==> src/rtl/axi4_burst_master.sv <==
// AXI4 master burst engine for the DMA subsystem.
// Splits one byte-granular read or write command into INCR bursts capped by
// MAX_BEATS and 4 KB pages, masks the partial first/last beats, and streams
// data between the user valid/ready port and the AXI4 channels.
module axi4_burst_master #(
   parameter int ID_WIDTH   = 4,
   parameter int DWIDTH     = 64,
   parameter int ADDR_WIDTH = 32,
   parameter int MAX_BEATS  = 16,
   parameter int LEN_WIDTH  = 16
) (
   input  logic                  ACLK,
   input  logic                  ARESET,
   input  logic                  cmd_valid,
   output logic                  cmd_ready,
   input  logic                  cmd_write,
   input  logic [ADDR_WIDTH-1:0] cmd_addr,
   input  logic [LEN_WIDTH-1:0]  cmd_bytes,
   input  logic [ID_WIDTH-1:0]   cmd_id,
   input  logic [DWIDTH-1:0]     wr_data,
   input  logic                  wr_valid,
   output logic                  wr_ready,
   output logic [DWIDTH-1:0]     rd_data,
   output logic [DWIDTH/8-1:0]   rd_strb,
   output logic                  rd_last,
   output logic                  rd_valid,
   input  logic                  rd_ready,
   output logic                  done,
   output logic [1:0]            done_resp,
   output logic [ID_WIDTH-1:0]   AWID,
   output logic [ADDR_WIDTH-1:0] AWADDR,
   output logic [7:0]            AWLEN,
   output logic [2:0]            AWSIZE,
   output logic [1:0]            AWBURST,
   output logic                  AWVALID,
   input  logic                  AWREADY,
   output logic [DWIDTH-1:0]     WDATA,
   output logic [DWIDTH/8-1:0]   WSTRB,
   output logic                  WLAST,
   output logic                  WVALID,
   input  logic                  WREADY,
   input  logic [ID_WIDTH-1:0]   BID,
   input  logic [1:0]            BRESP,
   input  logic                  BVALID,
   output logic                  BREADY,
   output logic [ID_WIDTH-1:0]   ARID,
   output logic [ADDR_WIDTH-1:0] ARADDR,
   output logic [7:0]            ARLEN,
   output logic [2:0]            ARSIZE,
   output logic [1:0]            ARBURST,
   output logic                  ARVALID,
   input  logic                  ARREADY,
   input  logic [ID_WIDTH-1:0]   RID,
   input  logic [DWIDTH-1:0]     RDATA,
   input  logic [1:0]            RRESP,
   input  logic                  RLAST,
   input  logic                  RVALID,
   output logic                  RREADY
);

   localparam int NB = DWIDTH / 8;
   localparam int SZ = $clog2(NB);
   localparam logic [2:0]            AX_SIZE  = 3'(SZ);
   localparam logic [1:0]            INCR     = 2'b01;
   localparam logic [ADDR_WIDTH-1:0] PAGE     = ADDR_WIDTH'(4096);
   localparam logic [NB-1:0]         ALL_ONES = '1;

   typedef enum logic [2:0] {
      S_IDLE, S_CALC, S_ADDR, S_WDATA, S_BRESP, S_RDATA, S_NEXT, S_DONE
   } state_t;

   state_t                state_q, state_d;
   logic                  cmd_ready_q, cmd_ready_d;
   logic                  awvalid_q, awvalid_d;
   logic                  arvalid_q, arvalid_d;
   logic                  bready_q, bready_d;
   logic                  done_q, done_d;
   logic [1:0]            done_resp_q, done_resp_d;
   logic [ADDR_WIDTH-1:0] ax_addr_q, ax_addr_d;
   logic [7:0]            ax_len_q, ax_len_d;
   logic [ID_WIDTH-1:0]   id_q, id_d;
   logic                  write_q, write_d;
   logic [ADDR_WIDTH-1:0] cur_q, cur_d;
   logic [ADDR_WIDTH-1:0] end_q, end_d;
   logic [SZ-1:0]         start_off_q, start_off_d;
   logic [7:0]            beat_q, beat_d;
   logic                  first_q, first_d;
   logic [1:0]            resp_q, resp_d;

   logic [ADDR_WIDTH-1:0] cur_word, end_word, beat_word;
   logic [ADDR_WIDTH-1:0] beats_rem, beats_4k, beats_sel, page_off;
   logic [ADDR_WIDTH:0]   next_word;
   logic                  burst_last, cmd_last_beat, in_w, in_r;
   logic [NB-1:0]         strb_mask;
   logic                  unused_ids;

   assign unused_ids = ^{BID, RID};

   // Keeps the first error seen; EXOKAY only replaces a clean OKAY.
   function automatic logic [1:0] fold_resp(input logic [1:0] acc, input logic [1:0] resp);
      if (acc[1])
         return acc;
      if (resp[1] || acc == 2'b00)
         return resp;
      return acc;
   endfunction

   // Burst sizing, beat position and byte-lane masking for the current beat.
   always_comb begin
      cur_word      = cur_q >> SZ;
      end_word      = end_q >> SZ;
      beats_rem     = end_word - cur_word + ADDR_WIDTH'(1);
      page_off      = ADDR_WIDTH'({cur_q[11:SZ], {SZ{1'b0}}});
      beats_4k      = (PAGE - page_off) >> SZ;
      beats_sel     = ADDR_WIDTH'(MAX_BEATS);
      if (beats_4k < beats_sel)
         beats_sel = beats_4k;
      if (beats_rem < beats_sel)
         beats_sel = beats_rem;
      beat_word     = cur_word + ADDR_WIDTH'(beat_q);
      cmd_last_beat = (beat_word == end_word);
      burst_last    = (beat_q == ax_len_q);
      next_word     = {1'b0, cur_word} + (ADDR_WIDTH+1)'(ax_len_q) + (ADDR_WIDTH+1)'(1);
      strb_mask     = ALL_ONES;
      if (first_q)
         strb_mask = strb_mask & (ALL_ONES << start_off_q);
      if (cmd_last_beat)
         strb_mask = strb_mask & (ALL_ONES >> (SZ'(NB - 1) - end_q[SZ-1:0]));
   end

   // Next-state and datapath update; the registered outputs follow the next state.
   always_comb begin
      state_d     = state_q;
      write_d     = write_q;
      id_d        = id_q;
      cur_d       = cur_q;
      end_d       = end_q;
      start_off_d = start_off_q;
      ax_addr_d   = ax_addr_q;
      ax_len_d    = ax_len_q;
      beat_d      = beat_q;
      first_d     = first_q;
      resp_d      = resp_q;
      case (state_q)
         S_IDLE: begin
            if (cmd_valid && cmd_ready_q) begin
               write_d     = cmd_write;
               id_d        = cmd_id;
               cur_d       = cmd_addr;
               end_d       = cmd_addr + ADDR_WIDTH'(cmd_bytes) - ADDR_WIDTH'(1);
               start_off_d = cmd_addr[SZ-1:0];
               first_d     = 1'b1;
               resp_d      = 2'b00;
               state_d     = (cmd_bytes == '0) ? S_DONE : S_CALC;
            end
         end
         S_CALC: begin
            ax_addr_d = cur_q;
            ax_len_d  = beats_sel[7:0] - 8'd1;
            beat_d    = 8'd0;
            state_d   = S_ADDR;
         end
         S_ADDR: begin
            if ((awvalid_q && AWREADY) || (arvalid_q && ARREADY))
               state_d = write_q ? S_WDATA : S_RDATA;
         end
         S_WDATA: begin
            if (wr_valid && WREADY) begin
               beat_d  = beat_q + 8'd1;
               first_d = 1'b0;
               if (burst_last)
                  state_d = S_BRESP;
            end
         end
         S_BRESP: begin
            if (bready_q && BVALID) begin
               resp_d  = fold_resp(resp_q, BRESP);
               state_d = S_NEXT;
            end
         end
         S_RDATA: begin
            if (RVALID && rd_ready) begin
               resp_d = fold_resp(resp_q, RRESP);
               if (RLAST != burst_last)
                  resp_d = 2'b10;
               beat_d  = beat_q + 8'd1;
               first_d = 1'b0;
               if (burst_last)
                  state_d = S_NEXT;
            end
         end
         S_NEXT: begin
            cur_d   = next_word[ADDR_WIDTH-1:0] << SZ;
            state_d = (next_word > {1'b0, end_word}) ? S_DONE : S_CALC;
         end
         S_DONE: begin
            state_d = S_IDLE;
         end
         default: begin
            state_d = S_IDLE;
         end
      endcase
      cmd_ready_d = (state_d == S_IDLE);
      awvalid_d   = (state_d == S_ADDR) && write_d;
      arvalid_d   = (state_d == S_ADDR) && !write_d;
      bready_d    = (state_d == S_BRESP);
      done_d      = (state_q == S_DONE);
      done_resp_d = (state_q == S_DONE) ? resp_q : 2'b00;
   end

   // State and registered outputs; reset abandons any command in flight.
   always_ff @(posedge ACLK or posedge ARESET) begin
      if (ARESET) begin
         state_q     <= S_IDLE;
         cmd_ready_q <= 1'b0;
         awvalid_q   <= 1'b0;
         arvalid_q   <= 1'b0;
         bready_q    <= 1'b0;
         done_q      <= 1'b0;
         done_resp_q <= 2'b00;
         ax_addr_q   <= '0;
         ax_len_q    <= 8'd0;
         id_q        <= '0;
         write_q     <= 1'b0;
         cur_q       <= '0;
         end_q       <= '0;
         start_off_q <= '0;
         beat_q      <= 8'd0;
         first_q     <= 1'b0;
         resp_q      <= 2'b00;
      end else begin
         state_q     <= state_d;
         cmd_ready_q <= cmd_ready_d;
         awvalid_q   <= awvalid_d;
         arvalid_q   <= arvalid_d;
         bready_q    <= bready_d;
         done_q      <= done_d;
         done_resp_q <= done_resp_d;
         ax_addr_q   <= ax_addr_d;
         ax_len_q    <= ax_len_d;
         id_q        <= id_d;
         write_q     <= write_d;
         cur_q       <= cur_d;
         end_q       <= end_d;
         start_off_q <= start_off_d;
         beat_q      <= beat_d;
         first_q     <= first_d;
         resp_q      <= resp_d;
      end
   end

   assign in_w      = (state_q == S_WDATA);
   assign in_r      = (state_q == S_RDATA);
   assign cmd_ready = cmd_ready_q;
   assign done      = done_q;
   assign done_resp = done_resp_q;
   assign AWID      = id_q;
   assign AWADDR    = ax_addr_q;
   assign AWLEN     = ax_len_q;
   assign AWSIZE    = awvalid_q ? AX_SIZE : 3'd0;
   assign AWBURST   = awvalid_q ? INCR : 2'b00;
   assign AWVALID   = awvalid_q;
   assign ARID      = id_q;
   assign ARADDR    = ax_addr_q;
   assign ARLEN     = ax_len_q;
   assign ARSIZE    = arvalid_q ? AX_SIZE : 3'd0;
   assign ARBURST   = arvalid_q ? INCR : 2'b00;
   assign ARVALID   = arvalid_q;
   assign BREADY    = bready_q;
   assign WVALID    = in_w && wr_valid;
   assign wr_ready  = in_w && WREADY;
   assign WDATA     = in_w ? wr_data : '0;
   assign WSTRB     = in_w ? strb_mask : '0;
   assign WLAST     = in_w && burst_last;
   assign rd_valid  = in_r && RVALID;
   assign RREADY    = in_r && rd_ready;
   assign rd_data   = in_r ? RDATA : '0;
   assign rd_strb   = in_r ? strb_mask : '0;
   assign rd_last   = in_r && cmd_last_beat;

endmodule

==> config.mk <==
export PLATFORM = sky130hd
export DESIGN_NAME = axi4_burst_master
export DESIGN_NICKNAME = d
export VERILOG_FILES = /design/src/rtl/axi4_burst_master.sv
export SDC_FILE = /design/constraint.sdc
export NUM_CORES = 1
export LEC_CHECK = 0
export CAP_MARGIN = 20
export CORE_AREA = 2 2 177 179
export DETAILED_ROUTE_END_ITERATION = 8
export DIE_AREA = 0 0 179 181
export GPL_TIMING_DRIVEN = 0
export PLACE_DENSITY = 0.81
export SLEW_MARGIN = 15
export SYNTH_ARGS = -nofsm -noshare
export SYNTH_HDL_FRONTEND = slang
export SYNTH_SLANG_ARGS = --single-unit
==> constraint.sdc <==
create_clock -name ACLK -period 6.85 [get_ports ACLK]
set_input_delay 1.37 -clock ACLK [delete_from_list [all_inputs] [get_ports ACLK]]
set_output_delay 1.37 -clock ACLK [all_outputs]
set_load 0.05 [all_outputs]
### After elaboration in Yosys (flattened, before gate mapping)

Cells that the tools add are included.

| storage, ports and cells | value |
|---|---|
| bits in registers | 133 |
| input bits | 204 |
| output and inout port bits | 255 |
| word-level logic and storage cells | 143 |

| cells by class | value |
|---|---|
| muxes and demuxes | 60 |
| bitwise operators | 1 |
| add/sub/neg operators | 11 |
| magnitude comparators | 3 |
| shift operators | 2 |
| reduce and logical (&&, ||, !) cells | 31 |
| equality and inequality tests | 18 |

Operator list:

| kind | number |
|---|---|
| $mux 64 | 2 |
| $pmux 32 s2 | 1 |
| $add 29x8->30 | 2 |
| $mux 8 | 7 |
| $add 32x16->32 | 1 |
| $lt 32x29->1 | 1 |
| $mux 32 | 1 |
| $sub 32x1->32 const B | 1 |
| $add 30x1->31 const B | 1 |
| $add 30x2->31 const B | 1 |
| $gt 31x29->1 | 1 |
| $eq 30x29->1 | 1 |
| $mux 3 | 10 |
| $sub 29x29->30 | 1 |
| $lt 29x5->1 const B | 1 |
| $mux 29 | 1 |
| $mux 2 | 14 |
| $pmux 3 s8 | 1 |
| $pmux 8 s3 | 1 |
| $mux 1 | 20 |
| $logic_not 16->1 | 1 |
| $eq 3x3->1 const B | 5 |
| $logic_and 1x1->1 | 14 |
| $sub 13x12->14 const A | 1 |
| 26 further kinds | 36 |

### Logic depth before layout (Yosys ltp)

| logic depth | value |
|---|---|
| depth in word-level cells | 11 |
| mapped depth | 28 |
| gate-level depth less buffers | 28 |

### Least setup slack after synthesis

No wires, ideal clock.

| timing | value |
|---|---|
| path kind | reg2out |
| from | register beat_q[0] |
| to | output WSTRB[6] |
| path buffers | 0 |
| slack | 1.372 ns |
| required time | 5.480 ns |
| arrival | 4.108 ns |
| stages on the path, launching flop included | 16 |
| path through | dfrtp_1 > ha_1 > fa_1 > a21o_1 > a21o_1 > a21o_1 > a21o_1 > a21o_1 > a21oi_1 > or2_2 > nor2_1 > o2111ai_1 > nor4_1 > nand4_1 > a21oi_1 > nor3_1 |

| between the ends | value |
|---|---|
| longest elaborated chain between the ends | 4 |

RTL lines:

| what | line | text |
|---|---|---|
| from (decl) | 86 | `logic [7:0] beat_q, beat_d;` |
| from (signal assigned) | 246 | `beat_q <= beat_d;` |
| $add 29x8->30 | 120 | `beat_word = cur_word + ADDR_WIDTH'(beat_q);` |
| $eq 30x29->1 | 121 | `cmd_last_beat = (beat_word == end_word);` |
| $mux 8 | 127 | `if (cmd_last_beat)` |
| $mux 8 | 273 | `assign WSTRB = in_w ? strb_mask : '0;` |
| to (decl) | 38 | `output logic [DWIDTH/8-1:0] WSTRB,` |

No other way between the ends.

### Worst setup path in the final report

| timing | value |
|---|---|
| from | register cur_q[14] |
| to | register ax_len_q[6] (netlist: ARLEN[6]) |

| between the ends | value |
|---|---|
| longest elaborated chain between the ends | 5 |

RTL lines:

| what | line | text |
|---|---|---|
| from (decl) | 83 | `logic [ADDR_WIDTH-1:0] cur_q, cur_d;` |
| from (signal assigned) | 243 | `cur_q <= cur_d;` |
| $sub 29x29->30 | 112 | `beats_rem = end_word - cur_word + ADDR_WIDTH'(1);` |
| $add 30x2->31 | 112 |  |
| $lt 32x29->1 | 118 | `if (beats_rem < beats_sel)` |
| $mux 8 | 118 |  |
| $sub 8x1->8 | 159 | `ax_len_d = beats_sel[7:0] - 8'd1;` |
| to (signal assigned) | 240 | `ax_len_q <= ax_len_d;` |
| to (decl) | 80 | `logic [7:0] ax_len_q, ax_len_d;` |

No other way between the ends.
A chain may end at the register's enable or synchronous reset.

==> key figures <==
STA
  – Tightest Pin Transition: between 1 and 1.5 ns
  – Setup TNS: 0 ns
  – Final setup viols: 0
  – Tmin final: 6.73 ns
  – Fin. max-slew vios: 0
  – Slew margin rel.: 20.0%
  – Max Fclk: 149 MHz
  – Period utilization: 98.2%
  – Final hold vios: 0
  – Worst-case clock skew: ~0.025 ns
  – RSZ-0062 raised after global routing: true

Yosys
  – Post-synth top area cell: dfrtp_1
  – Main flop type after synthesis: dfrtp_1
  – Synth Area in Adders: ~12%
  – Largest family of logic cells by synthesized area: simple AND/OR/NAND/NOR gates
  – Synth warn: 0
  – Synth unique cells: 89
  – Share of cell area taken by muxes after synthesis: 1.36%
  – Share of the synthesized area in the top cell type: 23.1%
  – Mapped Cells: roughly 1.9k
  – Synth area leaders: dfrtp_1 23%, ha_1 11%, nand2_1 5.3%
  – Async SR Flop Fraction: 100%
  – Post-Synth Simple-Gate Area: around a quarter
  – Post-Synth XOR/XNOR Area: 8.62%
  – Synthesis-stage register bit count: 133
  – Post-synthesis sequential area ratio: 23.1%
  – Number of synthesized flops with an enable pin: 0
  – Synthesized area per cell: 7.64 um^2
  – Post-synthesis compound-gate area fraction: 20.2%
  – Post-Syn Area: 14,400 um^2

Power
  – Combinational share of power: about three quarters
  – Net Sw Power: 6.27 mW
  – P_int: 4.82 mW
  – VDD IR max: approximately 0.57 mV
  – Total Power: 11.1 mW
  – Register share of total power: around 14%
  – Leakage: roughly 9.3 nW
  – Net Sw Frac: 56.5%
  – Power per cell area: about 550 nW/um^2
  – Clock share of power: 8.8%

Routing
  – Iter 0 DRT Violations: between 1.5k and 2k
  – Final wirelength: 66.9 mm
  – DRC Markers: 0
  – Avg WL per Cell: roughly 24 um
  – First-pass DRT Iterations: 5
  – Number of vias per cell: around 6
  – Highest routed layer: met5
  – Via count: around 16k
  – Met2 routed WL: 29.0 mm
  – Wl on met1: around 27 mm
  – DR WL met3: about 7 mm
  – Final ANT Viol Nets: 0

Worst setup path
  – Crit. End Element: register
  – Reg2Reg Depth: 21
  – Worst-path maximum fanout: 10
  – Worst setup path class: reg2reg
  – Slowest-stage cell, CP: or4_4
  – CP Launch Type: register
  – R2r startpoint: cur_q[14]$_DFFE_PP0P_
  – Crit path cell chain: clkbuf_1 > inv_1 > ha_1 > and4_1 > o21ai_0 > or3b_1 > a31oi_1 > nor3_1 > a311oi_4 > nand4_4 > or4_4 > a221oi_2 > o22ai_1 > or4_4 > mux2i_1 > ha_1 > nand2_1 > nor4_1 > xor2_1 > nand2_1 > a31oi_1
  – Reg2reg setup slack: 0.12 ns
  – Req. time, crit path: between 7 and 8 ns
  – CP Data Arrival Time: 7.09 ns
  – R2r endpoint: ARLEN[6]$_DFFE_PP0P_
  – CP peak stage delay: 0.62 ns

Layout
  – Layout Nets: between 2k and 3k
  – Reg area: 3330 um^2
  – Share of layout cells above drive strength 1: 6.03%
  – FILL cells: about 2.6k
  – Most frequent cells in the layout: 434 x clkdlybuf4s50_1, 202 x nand2_1, 182 x inv_1, 133 x dfrtp_1, 132 x ha_1
  – Commonest non-fill, non-tap cell in the layout: clkdlybuf4s50_1
  – Area added between synthesis and finish: 39.6%
  – Finished Layout Cells: around 2.8k
  – Multi-input gate area: around 9700 um^2

Die
  – Die Area: between 30,000 and 40,000 um^2
  – Cell row count: 64
  – I/O pin cnt: 459
  – Die Width: 179 um
  – Starting density of the core: 47.4%
  – Die Ht: 181 um
  – Core area: roughly 30,000 um^2

Placed design
  – # port buffers: 446
  – Cells after DPL: 2,731
  – RD Place Congestion: 1.03
  – HPWL Detailed: 55.8 mm

Global route
  – GR Overflow Total: 0
  – Initial antenna violation count: 4
  – Wire length of the first global-routing pass: between 90 and 100 mm
  – Overall routing resource usage: 40.8%
  – Vias in the first global route: 15.7k
  – Largest net degree at the start of global routing: 85

Worst hold path
  – Hold path start: ARADDR[10]$_DFFE_PP0P_
  – WHS Endpoint: ARADDR[10]$_DFFE_PP0P_
  – Hold path depth: 2
  – HP Class: reg2reg

Status
  – Outcome: completed

Clocking
  – Clock Latency Late Sink: 0.46 ns
  – CTS clk-pin slew, worst paths: 0.07 ns
  – TritonCTS Buffers: 17
  – CTS tree: yes
  – H-tree levels: 4
  – CTS max path bufs: 2
  – Clk root buf: clkbuf_16
  – CTS sink cnt: 133

Job
  – Max-cap violation count: 0
## Yosys cell counts, drive strengths merged, types with 9 or more instances
master    n
nand4    33
a21oi   109
nor2b    14
and3     80
mux2i    15
nand3    38
nand2   203
nor3     50
o211ai    9
ha      132
o21ai   132
o221ai   18
o21a     19
a31oi     9
or2      14
dfrtp   133
xor2     54
and2     78
a21o     37
a211oi   14
o31ai    11
nand2b   14
buf      65
clkbuf   69
xnor2    85
nor4     24
nor2     99
o22ai    12
or3      17
inv     183
## worst max-delay path, delay by kind of cell (launching register included)
kind / cells / cell delay (ns)
AO/OA/AOI/OAI: 6 / 1.59
adder cells (fa/ha/maj): 2 / 0.78
buffers and inverters: 2 / 0.67
multiplexers: 1 / 0.24
AND/OR/NAND/NOR: 9 / 2.80
flip-flops: 1 / 0.40
XOR/XNOR: 1 / 0.19
## timing repair
action                     4_1_cts  5_1_grt
resized for setup                2       19
setup buffers                    3        0
setup endpoints to repair       16       18
pin swaps                        1        0
hold buffers                     0        0
## state kept, by name (all words and copies together), names as in the netlist
signal       cells
ARADDR          32
ARID             4
ARLEN            8
ARVALID          1
AWVALID          1
BREADY           1
beat_q           8
cmd_ready        1
cur_q           32
done             1
done_resp        2
end_q           32
first_q          1
resp_q           2
start_off_q      3
state_q          3
write_q          1
## cells by family (layout without fill, tap and decap cells)
group / count (synthesis) / after routing
mux: 19 / 19
other cells: 2 / 9
flops: 133 / 133
simple gates: 693 / 693
fa+ha+maj: 136 / 136
buf+inv: 317 / 799
xor+xnor: 140 / 140
compound gates: 442 / 442
## worst max path at each step
stage,start,to,slack [ns],cells after the start
2_1_floorplan,beat_q[0]$_DFFE_PP0P_,WSTRB[6],1.37,15
3_3_place_gp,ARESET,ARADDR[21]$_DFFE_PP0P_,-0.17,2
3_5_place_dp,cur_q[18]$_DFFE_PP0P_,ARLEN[6]$_DFFE_PP0P_,-0.04,23
4_1_cts,beat_q[0]$_DFFE_PP0P_,WSTRB[4],0.04,17
5_1_grt,cur_q[14]$_DFFE_PP0P_,ARLEN[6]$_DFFE_PP0P_,-0.17,22
6_report,cur_q[14]$_DFFE_PP0P_,ARLEN[6]$_DFFE_PP0P_,0.12,21
## final cells by class
type / instances / share of cell area, %
multi-input cells: 1438 / 48.3
diodes: 1 / 0.0125
flip-flops and latches: 133 / 16.6
clock buffers: 17 / 2.12
clock inverters: 15 / 0.829
well taps: 396 / 2.47
inverters: 183 / 3.46
repair buffers: 450 / 22.6
plain buffers: 134 / 3.59
## per-layer routing
| layer | global-route usage [%] | vias up |
|---|---|---|
| li1 | - | 7485 |
| met1 | 53.9 | 7825 |
| met2 | 62.7 | 897 |
| met3 | 9.81 | 167 |
| met4 | 18.5 | 4 |
| met5 | 0 | - |
## stage by stage
step | util [%] | worst slack [ns] | hold WS (ns) | instance area [um^2]
2_1_floorplan | - | 1.37 | 0.439 | 14400
6_report | 66.2 | 0.122 | 0.513 | 20100
4_1_cts | 66.0 | 0.0364 | 0.511 | 20000
3_3_place_gp | 63.8 | -0.173 | 0.493 | 19400
3_5_place_dp | 63.9 | -0.0437 | 0.498 | 19400
5_1_grt | 66.2 | -0.169 | 0.546 | 20100
## power groups by stage
stage,clock network (mW),registers [mW],logic [mW]
final,0.978,1.59,8.52
after detailed placement,0,1.59,8.26
after global routing,1.01,1.63,9.20
after floorplan,0,1.83,5.65
after CTS,0.970,1.58,8.32
after global placement,0,1.58,8.06
Note: power is estimated with default switching activity, not from simulation.
